## config.mk

```make
export PLATFORM = sky130hd
export DESIGN_NAME = uart_rx_engine_flat
export DESIGN_NICKNAME = d
export VERILOG_FILES = /design/src/rtl/uart_pkg.sv /design/src/rtl/uart_rx_engine_if.sv /design/src/rtl/uart_bit_timer.sv /design/src/rtl/uart_rx_engine.sv /design/src/flat_wrapper.sv
export SDC_FILE = /design/constraint.sdc
export NUM_CORES = 1
export LEC_CHECK = 0
export ABC_AREA = 1
export CAP_MARGIN = 20
export CORE_MARGIN = 5
export CORE_UTILIZATION = 45
export CTS_BUF_LIST = sky130_fd_sc_hd__clkbuf_2
export DETAILED_ROUTE_END_ITERATION = 7
export MAX_ROUTING_LAYER = met4
export PLACE_DENSITY = 0.67
export SLEW_MARGIN = 15
export SYNTH_ARGS = -nofsm -noshare
export SYNTH_HDL_FRONTEND = slang
export SYNTH_SLANG_ARGS = --single-unit
```

## constraint.sdc

```tcl
create_clock -name clk -period 2.6 [get_ports clk]
set_input_delay 0.52 -clock clk [delete_from_list [all_inputs] [get_ports clk]]
set_output_delay 0.52 -clock clk [all_outputs]
set_load 0.01 [all_outputs]
```

## src/rtl/uart_pkg.sv

```systemverilog
// Shared UART definitions: receive FSM encoding, shift-register geometry,
// bit-time defaults and the frame-length helper.
package uart_pkg;

  typedef enum logic [1:0] {
    IDLE    = 2'd0,
    START   = 2'd1,
    DATA    = 2'd2,
    DONE_ST = 2'd3
  } rx_state_t;

  localparam int Q_W          = 10;
  localparam int BAUD_W_DEF   = 19;
  localparam int MIN_BIT_TIME = 4;

  // Line-idle ones: unused LSBs of a short frame stay at 1.
  localparam logic [Q_W-1:0] RESET_Q_DEF = 10'h3FF;

  // Bits shifted after the start bit: 7 data + optional 8th + optional parity + stop.
  function automatic logic [3:0] frame_bits(input logic eight, input logic pen);
    return 4'd8 + {3'b000, eight} + {3'b000, pen};
  endfunction

endpackage

```

## src/rtl/uart_rx_engine_if.sv

```systemverilog
// Bundle between the serial line / configuration side and the receive engine.
// DONE is a valid-only strobe: it is high for exactly one clock when Q holds a
// complete frame; there is no ready, the consumer must take Q on that cycle or
// any later cycle before the next start bit (Q is held until then).
interface uart_rx_engine_if
  import uart_pkg::*;
#(
  parameter int BAUD_W = BAUD_W_DEF
);
  logic              RX;
  logic              EIGHT;
  logic              PEN;
  logic [BAUD_W-1:0] BAUD_K;
  logic [Q_W-1:0]    Q;
  logic              DONE;
  logic              BUSY;
  rx_state_t         dbg_state;

  modport master (
    output RX, EIGHT, PEN, BAUD_K,
    input  Q, DONE, BUSY, dbg_state
  );

  modport slave (
    input  RX, EIGHT, PEN, BAUD_K,
    output Q, DONE, BUSY, dbg_state
  );
endinterface

```

## src/rtl/uart_bit_timer.sv

```systemverilog
// Bit-time tick counter shared by the receive and transmit engines.
// Counts while enabled, wraps at the full terminal count, and flags the
// half-bit and full-bit points of the programmed bit time k (k >= 4).
module uart_bit_timer
  import uart_pkg::*;
#(
  parameter int BAUD_W = BAUD_W_DEF
) (
  input  logic              clk,
  input  logic              reset,
  input  logic              clr,
  input  logic              en,
  input  logic [BAUD_W-1:0] k,
  output logic              half_tc,
  output logic              full_tc
);

  logic [BAUD_W-1:0] tick;
  logic [BAUD_W-1:0] half;

  assign half    = k >> 1;
  assign half_tc = (tick == half - BAUD_W'(1));
  assign full_tc = (tick == k - BAUD_W'(1));

  // Tick register: clear has priority over counting; wrap at k-1.
  always_ff @(posedge clk) begin
    if (reset || clr) begin
      tick <= '0;
    end else if (en) begin
      tick <= full_tc ? '0 : tick + BAUD_W'(1);
    end
  end

endmodule

```

## src/rtl/uart_rx_engine.sv

```systemverilog
// UART receive bit engine: synchronises RX, qualifies the start bit at
// half-bit time, then samples each following bit at mid-bit and shifts it
// into Q from the top so the stop bit lands in Q[9].
module uart_rx_engine
  import uart_pkg::*;
#(
  parameter int             BAUD_W  = BAUD_W_DEF,
  parameter logic [Q_W-1:0] RESET_Q = RESET_Q_DEF
) (
  input logic             clk,
  input logic             reset,
  uart_rx_engine_if.slave bus
);

  logic              rx_meta;
  logic              rx_s;
  rx_state_t         state;
  rx_state_t         state_nxt;
  logic              eight_l;
  logic              pen_l;
  logic [BAUD_W-1:0] k_l;
  logic [BAUD_W-1:0] k_clamped;
  logic [3:0]        bit_cnt;
  logic [Q_W-1:0]    q_r;
  logic              half_tc;
  logic              full_tc;
  logic              tmr_clr;
  logic              tmr_en;
  logic              start_det;
  logic              start_ok;
  logic              shift_en;
  logic              last_shift;
  logic              busy;
  logic              done;

  assign k_clamped  = (bus.BAUD_K < BAUD_W'(MIN_BIT_TIME)) ? BAUD_W'(MIN_BIT_TIME) : bus.BAUD_K;
  assign start_det  = (state == IDLE) && !rx_s;
  assign start_ok   = (state == START) && half_tc && !rx_s;
  assign shift_en   = (state == DATA) && full_tc;
  assign last_shift = shift_en && ((bit_cnt + 4'd1) == frame_bits(eight_l, pen_l));

  // Timer restarts on entering START and again at the qualified start mid-point.
  assign tmr_clr = (state == IDLE) || ((state == START) && half_tc);
  assign tmr_en  = (state == START) || (state == DATA);

  uart_bit_timer #(.BAUD_W(BAUD_W)) u_timer (
    .clk     (clk),
    .reset   (reset),
    .clr     (tmr_clr),
    .en      (tmr_en),
    .k       (k_l),
    .half_tc (half_tc),
    .full_tc (full_tc)
  );

  // Two-flop synchroniser on the asynchronous line; idles high.
  always_ff @(posedge clk) begin
    if (reset) begin
      rx_meta <= 1'b1;
      rx_s    <= 1'b1;
    end else begin
      rx_meta <= bus.RX;
      rx_s    <= rx_meta;
    end
  end

  // State register.
  always_ff @(posedge clk) begin
    if (reset) begin
      state <= IDLE;
    end else begin
      state <= state_nxt;
    end
  end

  // Next-state logic: false starts return to IDLE, DONE_ST lasts one cycle.
  always_comb begin
    state_nxt = state;
    case (state)
      IDLE:    if (!rx_s) state_nxt = START;
      START:   if (half_tc) state_nxt = rx_s ? IDLE : DATA;
      DATA:    if (last_shift) state_nxt = DONE_ST;
      DONE_ST: state_nxt = IDLE;
      default: state_nxt = IDLE;
    endcase
  end

  // Moore outputs decoded from the state.
  always_comb begin
    busy = (state != IDLE);
    done = (state == DONE_ST);
  end

  // Frame datapath: latch config at start detect, shift on each bit sample.
  always_ff @(posedge clk) begin
    if (reset) begin
      q_r     <= RESET_Q;
      bit_cnt <= '0;
      eight_l <= 1'b0;
      pen_l   <= 1'b0;
      k_l     <= '0;
    end else begin
      if (start_det) begin
        q_r     <= RESET_Q;
        eight_l <= bus.EIGHT;
        pen_l   <= bus.PEN;
        k_l     <= k_clamped;
      end
      if (start_ok) begin
        bit_cnt <= '0;
      end
      if (shift_en) begin
        q_r     <= {rx_s, q_r[Q_W-1:1]};
        bit_cnt <= bit_cnt + 4'd1;
      end
    end
  end

  assign bus.Q         = q_r;
  assign bus.DONE      = done;
  assign bus.BUSY      = busy;
  assign bus.dbg_state = state;

endmodule

```

## src/flat_wrapper.sv

```systemverilog
// flat-port wrapper written by rule: the top's interface ports become plain ports
module uart_rx_engine_flat import uart_pkg::*;
#(
  parameter int             BAUD_W  = BAUD_W_DEF,
  parameter logic [Q_W-1:0] RESET_Q = RESET_Q_DEF
)
  (clk, reset, bus_RX, bus_EIGHT, bus_PEN, bus_BAUD_K, bus_Q, bus_DONE, bus_BUSY, bus_dbg_state);
  uart_rx_engine_if #(.BAUD_W(BAUD_W)) bus_i ();
  input logic clk;
  input logic reset;
  input wire logic [$bits(bus_i.RX)-1:0] bus_RX;
  input wire logic [$bits(bus_i.EIGHT)-1:0] bus_EIGHT;
  input wire logic [$bits(bus_i.PEN)-1:0] bus_PEN;
  input wire logic [$bits(bus_i.BAUD_K)-1:0] bus_BAUD_K;
  output wire logic [$bits(bus_i.Q)-1:0] bus_Q;
  output wire logic [$bits(bus_i.DONE)-1:0] bus_DONE;
  output wire logic [$bits(bus_i.BUSY)-1:0] bus_BUSY;
  output wire logic [$bits(bus_i.dbg_state)-1:0] bus_dbg_state;
  assign bus_i.RX = bus_RX;
  assign bus_i.EIGHT = bus_EIGHT;
  assign bus_i.PEN = bus_PEN;
  assign bus_i.BAUD_K = bus_BAUD_K;
  assign bus_Q = bus_i.Q;
  assign bus_DONE = bus_i.DONE;
  assign bus_BUSY = bus_i.BUSY;
  assign bus_dbg_state = bus_i.dbg_state;
  uart_rx_engine #(.BAUD_W(BAUD_W), .RESET_Q(RESET_Q)) u_core (.clk(clk), .reset(reset), .bus(bus_i));
endmodule
```

# After elaboration in Yosys (flattened, before gate mapping)
# Index checks and enable logic that the tools add are counted.
[word_totals]
out_inout_bits = 14
in_bits = 24
reg_bits = 58
[op_classes]
reduce_logical = 14
addsub = 6
n_eq_ne = 9
magnitude_cmp = 1
mux = 11
[ops]
columns = ["operator", "count"]
rows = [
  ["$eq A19 B19 Y1", 2],
  ["$mux W19", 2],
  ["$mux W10", 2],
  ["$add A19 B1 Y19 const B", 1],
  ["$lt A19 B3 Y1 const B", 1],
  ["$sub A18 B1 Y19 const B", 1],
  ["$sub A19 B1 Y19 const B", 1],
  ["$mux W2", 4],
  ["$mux W4", 2],
  ["$pmux W2 S4", 1],
  ["$reduce_bool A2 Y1", 3],
  ["$logic_and A1 B1 Y1", 5],
  ["$add A4 B1 Y4", 1],
  ["$add A4 B1 Y4 const A", 1],
  ["$add A4 B1 Y4 const B", 1],
  ["$eq A2 B2 Y1 const B", 2],
  ["$eq A4 B4 Y1", 1],
  ["$ne A2 B1 Y1 const B", 2],
  ["$logic_or A1 B1 Y1", 3],
  ["$reduce_and A3 Y1", 1],
  ["$eq A2 B1 Y1 const B", 1],
  ["$logic_not A2 Y1", 1],
  ["$ne A2 B2 Y1 const B", 1],
  ["$logic_not A1 Y1", 1],
]

# Longest topological paths before layout
# Gate-level depths: netlist of the first run.
[depth]
ltp_word = 6
mapped_depth = 18

# Cells and area by module
# Synthesis of the first run repeated with hierarchy kept, for this count alone.
[hier_totals]
hier_cells = 683
area_unflattened_um2 = 4346.7
[modules_own_cells]
columns = ["mod", "area_per_inst_um2", "seq_area_each_um2", "n_inst", "cells_per_inst"]
rows = [
  ["uart_bit_timer", 2732.6, 380.4, 1, 479],
  ["uart_rx_engine", 1614.0, 780.7, 1, 204],
]

# Worst setup path after synthesis of the first run
# Ideal clock, no wire load.
[synth_path]
path_type = "flip-flop to flip-flop"
from = "register u_core.state[0], in the netlist u_core.bus.dbg_state[0]"
to = "register u_core.u_timer.tick[14]"
required_ps = 2484
path_slack_ps = 446
arrival_time_ps = 2038
n_path_buf = 0
stages_incl_launch_ff = 10
cell_sequence = "dfxtp_1 > inv_1 > ha_1 > nand2_1 > nor2_1 > nand2_1 > nor4_1 > nand3_1 > xor2_1 > nor2_2"
[synth_between]
word_cells_on_any_way = 7
cone_classes = "2 x eq/ne; 5 x reduce/logical"
[synth_lines]
columns = ["item", "line_no", "source"]
rows = [
  ["start, declared", "uart_rx_engine.sv:17", "rx_state_t state;"],
  ["start signal, assigned", "uart_rx_engine.sv:72", "state <= state_nxt;"],
  ["$eq A2 B1 Y1 or $eq A2 B2 Y1 (tied branches)", "uart_rx_engine.sv:44", "assign tmr_en = (state == START) || (state == DATA);"],
  ["$logic_or A1 B1 Y1 *", "uart_rx_engine.sv:44", ""],
  ["via u_core.tmr_en", "uart_rx_engine.sv:28", "logic tmr_en;"],
  ["end signal, assigned", "uart_bit_timer.sv:30", "tick <= full_tc ? '0 : tick + BAUD_W'(1);"],
  ["end, declared", "uart_bit_timer.sv:18", "logic [BAUD_W-1:0] tick;"],
]
# Mark *: on every way through the listed nets, which the timed path passes. The rest lies on a longest branch.
# A chain may end at the register's enable or synchronous reset.

# Final worst setup path of the first run
[layout_path]
from = "register u_core.state[0], in the netlist u_core.bus.dbg_state[0]"
to = "output port bus_BUSY"
[layout_between]
elab_chain_len = 1
[layout_lines]
columns = ["item", "line_no", "source"]
rows = [
  ["$reduce_bool A2 Y1", "uart_rx_engine.sv:90", "busy = (state != IDLE);"],
  ["end, declared", "flat_wrapper.sv:17", "output wire logic [$bits(bus_i.BUSY)-1:0] bus_BUSY;"],
]
# No other way between the ends.

==> results of run 1 <==
## layer usage
metal / global-route usage, % / vias up
met3: 4.097 / 10
met1: 29.11 / 1853
met4: 6.290 / 0
met2: 33.85 / 116
met5: - / -
li1: - / 2055
## cell usage in the layout, fill, tap and decap left out, types with 4 or more instances in the layout
cell / n
sky130_fd_sc_hd__nand2_1: 144
sky130_fd_sc_hd__inv_1: 71
sky130_fd_sc_hd__nor2_1: 70
sky130_fd_sc_hd__dfxtp_1: 56
sky130_fd_sc_hd__nand3_1: 50
sky130_fd_sc_hd__clkdlybuf4s50_1: 37
sky130_fd_sc_hd__xor2_1: 30
sky130_fd_sc_hd__o21ai_0: 29
sky130_fd_sc_hd__a21oi_1: 27
sky130_fd_sc_hd__nor2_2: 18
sky130_fd_sc_hd__nor3_1: 17
sky130_fd_sc_hd__xnor2_1: 12
sky130_fd_sc_hd__nand4_1: 12
sky130_fd_sc_hd__nor2_4: 9
sky130_fd_sc_hd__clkbuf_2: 9
sky130_fd_sc_hd__nand2_2: 8
sky130_fd_sc_hd__ha_1: 8
sky130_fd_sc_hd__buf_4: 8
sky130_fd_sc_hd__o21ai_1: 7
sky130_fd_sc_hd__nand3b_1: 5
sky130_fd_sc_hd__inv_2: 4
## registers in the layout (all words and copies together) (netlist names), named ones only
| signal | cells |
|---|---|
| u_core.k_l | 19 |
| u_core.eight_l | 1 |
| u_core.bus.Q | 10 |
| u_core.rx_s | 1 |
| u_core.u_timer.tick | 19 |
| u_core.bit_cnt | 4 |
| u_core.bus.dbg_state | 1 |
| u_core.rx_meta | 1 |
| u_core.pen_l | 1 |
## critical path, cell delays in order (launching register included)
cell and delay, ns:
sky130_fd_sc_hd__dfxtp_4 0.43, sky130_fd_sc_hd__inv_1 0.08, sky130_fd_sc_hd__ha_1 0.21, sky130_fd_sc_hd__inv_1 0.12, sky130_fd_sc_hd__clkdlybuf4s50_1 0.57
## timing repair
| action | in CTS | in global routing |
|---|---|---|
| gates resized for setup | 1 | 9 |
| hold buffers | 0 | 0 |
| pin swaps | 1 | 1 |
| buffers inserted | 2 | 2 |
| setup endpoints to repair | 16 | 34 |
| endpoints found under the hold margin | 0 | 0 |
## kinds of logic (layout without fill, tap and decap cells)
| group | Yosys count | after routing | synth area share (%) |
|---|---|---|---|
| adders and majority gates | 10 | 10 | 3.120 |
| AOI/OAI and AO/OA | 70 | 70 | 9.548 |
| buffers and inverters | 92 | 139 | 9.360 |
| DFF | 58 | 58 | 28.95 |
| and+or+nand+nor | 344 | 344 | 39.84 |
| xor gates and xnor gates | 42 | 42 | 9.173 |
## metrics by stage
| step | std cells | hold slack [ns] | worst slack, ns |
|---|---|---|---|
| final | 771 | 0.4404 | 0.1562 |
| after global routing | 771 | 0.4639 | -0.004874 |
| after CTS | 769 | 0.4445 | 0.01161 |
| after detailed placement | 751 | 0.4014 | -0.002323 |
| after global placement | 751 | 0.3910 | 0.03817 |
| after floorplan | 616 | 0.3895 | 0.4460 |
## power by group through the flow
stage / Combinational, µW / Sequential (µW) / Clock, µW
floorplan: 976 / 1020 / 0
global placement: 1270 / 1040 / 0
detailed placement: 1280 / 1040 / 0
CTS: 1310 / 1020 / 740
global route: 1500 / 1040 / 786
finish: 1330 / 1030 / 722
## layout make-up
type,instances,share of cell area [%]
clock buffers,9,0.9572
clock inverters,7,2.180
inverters,76,6.169
multi-input cells,466,53.04
flip-flops and latches,58,24.78
well taps,108,2.872
repair buffers,47,9.997
## how the worst min path moves through the flow
stage	slack (ns)	cells after the start	from	to
6_report	0.44	1	u_core.rx_meta$_SDFF_PP1_	u_core.rx_s$_SDFF_PP1_
5_1_grt	0.46	1	u_core.rx_meta$_SDFF_PP1_	u_core.rx_s$_SDFF_PP1_
4_1_cts	0.44	1	u_core.rx_meta$_SDFF_PP1_	u_core.rx_s$_SDFF_PP1_
3_5_place_dp	0.40	1	u_core.rx_meta$_SDFF_PP1_	u_core.rx_s$_SDFF_PP1_
3_3_place_gp	0.39	1	u_core.rx_meta$_SDFF_PP1_	u_core.rx_s$_SDFF_PP1_
2_1_floorplan	0.39	1	u_core.rx_meta$_SDFF_PP1_	u_core.rx_s$_SDFF_PP1_
==> implementation parameters, run 1 <==
Parameter                              Value

Status
  Status ... complete, no violations

Place
  Placed Area ... 4474 µm²
  Half-perimeter wire length after detailed placement ... 8.882 mm
  Port Buffer Count ... 37
  GP Congestion ... 0.9606

Pwr
  Portion of total power attributed to sequential cells ... 33.4%
  Max VDD drop ... 0.0003075 V
  Switching Fraction ... 42.77%
  Power density over the cells ... 654.3 nW/µm²
  Post-route total power ... 3079 µW
  Total leakage power ... 0.002118 µW
  Share of total power in combinational logic ... 43.1%
  Clock power share ... 23.4%
  Int Pwr ... 1762 µW
  Switch Pwr ... 1317 µW

STA
  Setup violation total in the final timing report ... 0
  Tmin final ... 2.444 ns
  Normalized max-slew margin ... 67.45%
  Slew of the pin with the lowest slew margin ... 0.4845 ns
  Final setup TNS ... 0 ns
  Hold Fails Final Rpt ... 0
  Final clock period utilization by the worst path ... 93.99%
  Skew final ... 0.03359 ns
  Highest clock frequency the design can meet ... 0.4092 GHz
  Max-slew violations ... 0

Detailed routing
  Top routing layer in use ... met4
  Routed Antenna Nets ... 0
  Routed length on met3 ... 537 µm
  Total length of routed met2 wires ... 5.226 mm
  Routed wirelength normalized by instance count ... 14.57 µm
  Total wirelength of the detailed-routed design ... 11.23 mm
  Residual DRC ... 0
  Met1 WL ... 5.322 mm
  Via count normalized by instance count ... 5.232
  Drt pass-1 iters ... 5
  Total number of vias ... 4,034
  First-iteration detailed-routing DRC count ... 250

Worst setup path
  Worst EP required ... 2.08 ns
  Top fanout value on the critical path ... 7
  Critical path endpoint ... bus_BUSY
  Crit path launch type ... register
  Endpoint of the worst-slack reg-to-reg timing path ... u_core.u_timer.tick[16]$_SDFFE_PP0P_
  Logic depth of the worst register-to-register path ... 16
  Worst path arrival time ... 1.92 ns
  CP endpoint kind ... output port
  Worst reg2reg path startpoint ... u_core.k_l[2]$_SDFFE_PP0P_
  Source of the critical timing path ... u_core.bus.dbg_state[0]$_SDFFE_PP0P_
  Flop-to-flop setup slack ... 0.16 ns
  Worst Setup Path Type ... reg2out

Global routing
  Number of antenna violations at the first check in global routing ... 0
  Grt ovf ... 0
  Overall Global Routing Usage ... 21.88%
  Pin count of the biggest net entering global routing ... 45
  Via count of the first global-routing pass ... 3,897
  First-pass GRT wire length ... 18.89 mm

Logic synthesis
  Synthesized flop and latch total ... 58
  Cell types occupying the most area after synthesis ... sky130_fd_sc_hd__dfxtp_1 29%, sky130_fd_sc_hd__nand2_1 13%, sky130_fd_sc_hd__inv_1 6.7%, sky130_fd_sc_hd__nor2_1 6.6%, sky130_fd_sc_hd__xor2_1 6.6%
  Synthesis Warnings ... 0
  Leading register cell type out of synthesis ... sky130_fd_sc_hd__dfxtp_1
  Gate count after technology mapping ... 616
  Area share of the leading cell type in the synthesized netlist ... 28.95%
  Number of enable-type register cells in the synthesized netlist ... 0
  Portion of the post-synthesis area used by sequential elements ... 28.95%
  Combined area of all synthesized cells ... 4010 µm²
  Commonest cells in the synthesized netlist ... 144 x sky130_fd_sc_hd__nand2_1, 72 x sky130_fd_sc_hd__inv_1, 71 x sky130_fd_sc_hd__nor2_1
  Cell variety after synth ... 38
  Mapped Nets ... 650
  Cell with the most instances after synthesis ... sky130_fd_sc_hd__nand2_1
  Average instance area after synthesis ... 6.510 µm²
  Leading area contributor after synthesis ... sky130_fd_sc_hd__dfxtp_1
  Async S/R FF share, synth ... 0%

Floorplanning
  IO Pins ... 38
  Initial standard-cell utilization of the core ... 45.98%
  Horizontal die dimension ... 104.4 µm
  Die Ht ... 104.4 µm
  Standard-cell row count ... 34
  Core ar. ... 8721 µm²
  Die area ... 10,900 µm²

Finish
  Net count of the finished layout ... 692
  Register Area ... 1166 µm²
  Diode insertion count for antenna repair ... 0
  Ratio of cells with drive above 1 in the final layout ... 11.76%
  Fill count ... 868
  Multi-input gate area ... 2496 µm²
  Synthesis-to-finish area growth ... 17.35%
  Final Core Density ... 53.96%
  Area of all placed cells without fillers ... 4706 µm²

Clock network
  Number of sinks on the clock net ... 58
  H-tree depth ... 3
  Post-CTS clock slew at the launch and capture registers of the worst setup and hold paths ... 0.20 ns
  Cts bufs inserted ... 9
  TritonCTS clock tree ... yes
  Worst-skew pair later-pin latency ... 0.52 ns
  Buffer depth of the longest clock path ... 2
  Clock root cell ... sky130_fd_sc_hd__clkbuf_2

Worst hold path
  Class of the worst hold path ... reg2reg

Flow run
  Max-capacitance violation count ... 0
No activity file was read; power rests on OpenSTA's default activity.
==> run 2: changes to the inputs <==
==> constraint.sdc (replaced) <==
create_clock -name clk -period 3.05 [get_ports clk]
set_input_delay 0.61 -clock clk [delete_from_list [all_inputs] [get_ports clk]]
set_output_delay 0.61 -clock clk [all_outputs]
set_load 0.01 [all_outputs]
==> run 2 against run 1 <==
Non-clock buffer count fell by 8. Global-route usage fell by 0.090 points. Critical path depth is the same. Critical endpoint unchanged.
==> implementation parameters, run 2 (same netlist as run 1, synthesis figures left out) <==
Parameter                              Value

Worst setup path
  Worst reg2reg path startpoint ... u_core.bus.dbg_state[0]$_SDFFE_PP0P_ (was u_core.k_l[2]$_SDFFE_PP0P_)
  CP endpoint kind ... output port (unchanged)
  Dominant delay contributor by cell family on the critical path ... buffers and inverters (unchanged)
  Worst EP required ... 2.44 ns (was 2.08 ns)
  Flop-to-flop setup slack ... 0.34 ns (was 0.16 ns)
  Endpoint of the worst-slack reg-to-reg timing path ... u_core.u_timer.tick[16]$_SDFFE_PP0P_ (unchanged)
  Worst Setup Path Type ... reg2out (unchanged)
  Count of buffering cells on the critical path with inverters included ... 3 (unchanged)
  Critical path endpoint ... bus_BUSY (unchanged)
  Cells traversed along the worst timing path ... inv_1, ha_1, inv_1, clkdlybuf4s50_1 (unchanged)
  Crit path launch type ... register (unchanged)
  Logic depth of the worst register-to-register path ... 9 (was 16)
  Worst path slowest cell ... sky130_fd_sc_hd__clkdlybuf4s50_1 (unchanged)
  Worst path max stage delay ... 0.58 ns (was 0.57 ns)
  Most prevalent standard cell on the critical path ... sky130_fd_sc_hd__inv_1 (unchanged)
  Stages on worst setup path ... 4 (unchanged)
  Source of the critical timing path ... u_core.bus.dbg_state[0]$_SDFFE_PP0P_ (unchanged)
  Top fanout value on the critical path ... 7 (unchanged)
  Worst path arrival time ... 2.14 ns (was 1.92 ns)

Detailed routing
  Via count normalized by instance count ... 5.308 (was 5.232)
  First-iteration detailed-routing DRC count ... 287 (was 250)
  Total number of vias ... 4,050 (was 4,034)
  Routed Antenna Nets ... 0 (unchanged)
  Total wirelength of the detailed-routed design ... 11.47 mm (was 11.23 mm)
  Drt pass-1 iters ... 5 (unchanged)
  Routed wirelength normalized by instance count ... 15.04 µm (was 14.57 µm)
  Residual DRC ... 0 (unchanged)

STA
  Slew of the pin with the lowest slew margin ... 0.5964 ns (was 0.4845 ns)
  Skew final ... 0.02590 ns (was 0.03359 ns)
  Final clock period utilization by the worst path ... 90.29%
  Tmin final ... 2.754 ns
  Final setup TNS ... 0 ns (unchanged)
  Hold Fails Final Rpt ... 0 (unchanged)
  Final-layout worst hold slack ... 0.4241 ns (was 0.4404 ns)
  RSZ-0062 raised after global routing ... false
  Highest clock frequency the design can meet ... 0.3631 GHz
  Max-slew violations ... 0 (unchanged)
  Normalized max-slew margin ... 59.87% (was 67.45%)
  Setup violation total in the final timing report ... 0 (unchanged)

Clock network
  Clock root cell ... sky130_fd_sc_hd__clkbuf_2 (unchanged)
  Number of sinks on the clock net ... 58 (unchanged)
  Worst-skew pair later-pin latency ... 0.54 ns (was 0.52 ns)
  Buffer depth of the longest clock path ... 2 (unchanged)
  Cells resized by post-CTS repair ... 0 (was 1)
  Post-CTS setup repair buffer count ... 0 (was 2)
  Cts bufs inserted ... 9 (unchanged)
  Number of hold buffers added after cts ... 0 (unchanged)
  Post-CTS clock slew at the launch and capture registers of the worst setup and hold paths ... 0.20 ns (about the same)
  TritonCTS clock tree ... yes (unchanged)
  H-tree depth ... 3 (unchanged)

Floorplanning
  Horizontal die dimension ... 104.4 µm (unchanged)
  Core ar. ... 8721 µm² (unchanged)
  IO Pins ... 38 (unchanged)
  Standard-cell row count ... 34 (unchanged)
  Initial standard-cell utilization of the core ... 45.98% (unchanged)
  Die area ... 10,900 µm² (unchanged)
  Die Ht ... 104.4 µm (unchanged)

Finish
  Commonest non-fill, non-tap cell in the layout ... sky130_fd_sc_hd__nand2_1 (unchanged)
  Area of all placed cells without fillers ... 4607 µm² (was 4706 µm²)
  Leading cell types in the layout, fill and taps excluded ... 144 x sky130_fd_sc_hd__nand2_1, 72 x sky130_fd_sc_hd__inv_1, 70 x sky130_fd_sc_hd__nor2_1, 58 x sky130_fd_sc_hd__dfxtp_1, 50 x sky130_fd_sc_hd__nand3_1 (was 144 x sky130_fd_sc_hd__nand2_1, 71 x sky130_fd_sc_hd__inv_1, 70 x sky130_fd_sc_hd__nor2_1, 56 x sky130_fd_sc_hd__dfxtp_1, 50 x sky130_fd_sc_hd__nand3_1)
  Net count of the finished layout ... 684 (was 692)
  Synthesis-to-finish area growth ... 14.88% (was 17.35%)
  Register Area ... 1161 µm² (was 1166 µm²)
  Ratio of cells with drive above 1 in the final layout ... 9.924% (was 11.76%)
  Multi-input gate area ... 2476 µm² (was 2496 µm²)
  Diode insertion count for antenna repair ... 0 (unchanged)
  Fill count ... 880 (was 868)

Global routing
  First-pass GRT wire length ... 18.91 mm (was 18.89 mm)
  Via count of the first global-routing pass ... 3,834 (was 3,897)
  Grt ovf ... 0 (unchanged)
  Number of antenna violations at the first check in global routing ... 0 (unchanged)
  Pin count of the biggest net entering global routing ... 39 (was 45)
  Overall Global Routing Usage ... 21.79% (was 21.88%)

Pwr
  Post-route total power ... 2669 µW (was 3079 µW)
  Power density over the cells ... 579.3 nW/µm² (was 654.3 nW/µm²)
  Max VDD drop ... 0.0002612 V (was 0.0003075 V)
  Total leakage power ... 0.002068 µW (was 0.002118 µW)

Worst hold path
  Class of the worst hold path ... reg2reg (unchanged)

Place
  Half-perimeter wire length after detailed placement ... 9.068 mm (was 8.882 mm)
  Port Buffer Count ... 37 (unchanged)
  GP Congestion ... 0.9925 (was 0.9606)
  Placed Area ... 4444 µm² (was 4474 µm²)

Status
  Status ... complete, no violations (unchanged)

Flow run
  Max-capacitance violation count ... 0 (unchanged)
-- run 2: cell types whose count changed in the layout (fill, tap and decap cells not counted), moves of 2 or more --
cell,before,now
sky130_fd_sc_hd__buf_12,2,0
sky130_fd_sc_hd__buf_4,8,2
sky130_fd_sc_hd__clkinv_2,0,2
sky130_fd_sc_hd__clkinv_4,3,0
sky130_fd_sc_hd__clkinvlp_4,1,3
sky130_fd_sc_hd__dfxtp_1,56,58
sky130_fd_sc_hd__ha_1,8,10
sky130_fd_sc_hd__inv_6,2,0
-- run 2: per-layer routing --
layer  up-vias  GRT usage (%)  wire, µm
met3        18          3.662       764
met2       134          33.26      5160
met4         0          6.198       170
met5         -              -         0
li1       2031              -         -
met1      1867          29.65      5377
-- run 2: how the worst min path moves through the flow --
stage                              start                      to  slack [ns]  depth (start not counted)
6_report       u_core.rx_meta$_SDFF_PP1_  u_core.rx_s$_SDFF_PP1_        0.42                          1
4_1_cts        u_core.rx_meta$_SDFF_PP1_  u_core.rx_s$_SDFF_PP1_        0.43                          1
3_3_place_gp   u_core.rx_meta$_SDFF_PP1_  u_core.rx_s$_SDFF_PP1_        0.39                          1
5_1_grt        u_core.rx_meta$_SDFF_PP1_  u_core.rx_s$_SDFF_PP1_        0.44                          1
2_1_floorplan  u_core.rx_meta$_SDFF_PP1_  u_core.rx_s$_SDFF_PP1_        0.39                          1
3_5_place_dp   u_core.rx_meta$_SDFF_PP1_  u_core.rx_s$_SDFF_PP1_        0.40                          1
-- run 2: metrics by stage --
step | setup WS (ns) | instances | util [%]
detailed placement | 0.4003 | 747 | 50.96
floorplan | 0.8960 | 616 | -
global route | 0.1143 | 763 | 52.83
CTS | 0.2730 | 763 | 52.83
finish | 0.2961 | 763 | 52.83
global placement | 0.4816 | 747 | 50.96
-- run 2: cell type report --
type,count,share of cell area [%]
Timing Repair Buffer,39,8.365
Inverter,76,6.219
Multi-Input combinational cell,466,53.75
Clock inverter,7,2.553
Clock buffer,9,0.9777
Tap cell,108,2.933
Sequential cell,58,25.20
-- run 2: report_power, final --
part | internal [µW] | total, µW | switching, µW
registers | 799 | 874 | 74.4
logic | 392 | 1110 | 723
clock network | 350 | 680 | 330
total | 1540 | 2670 | 1130
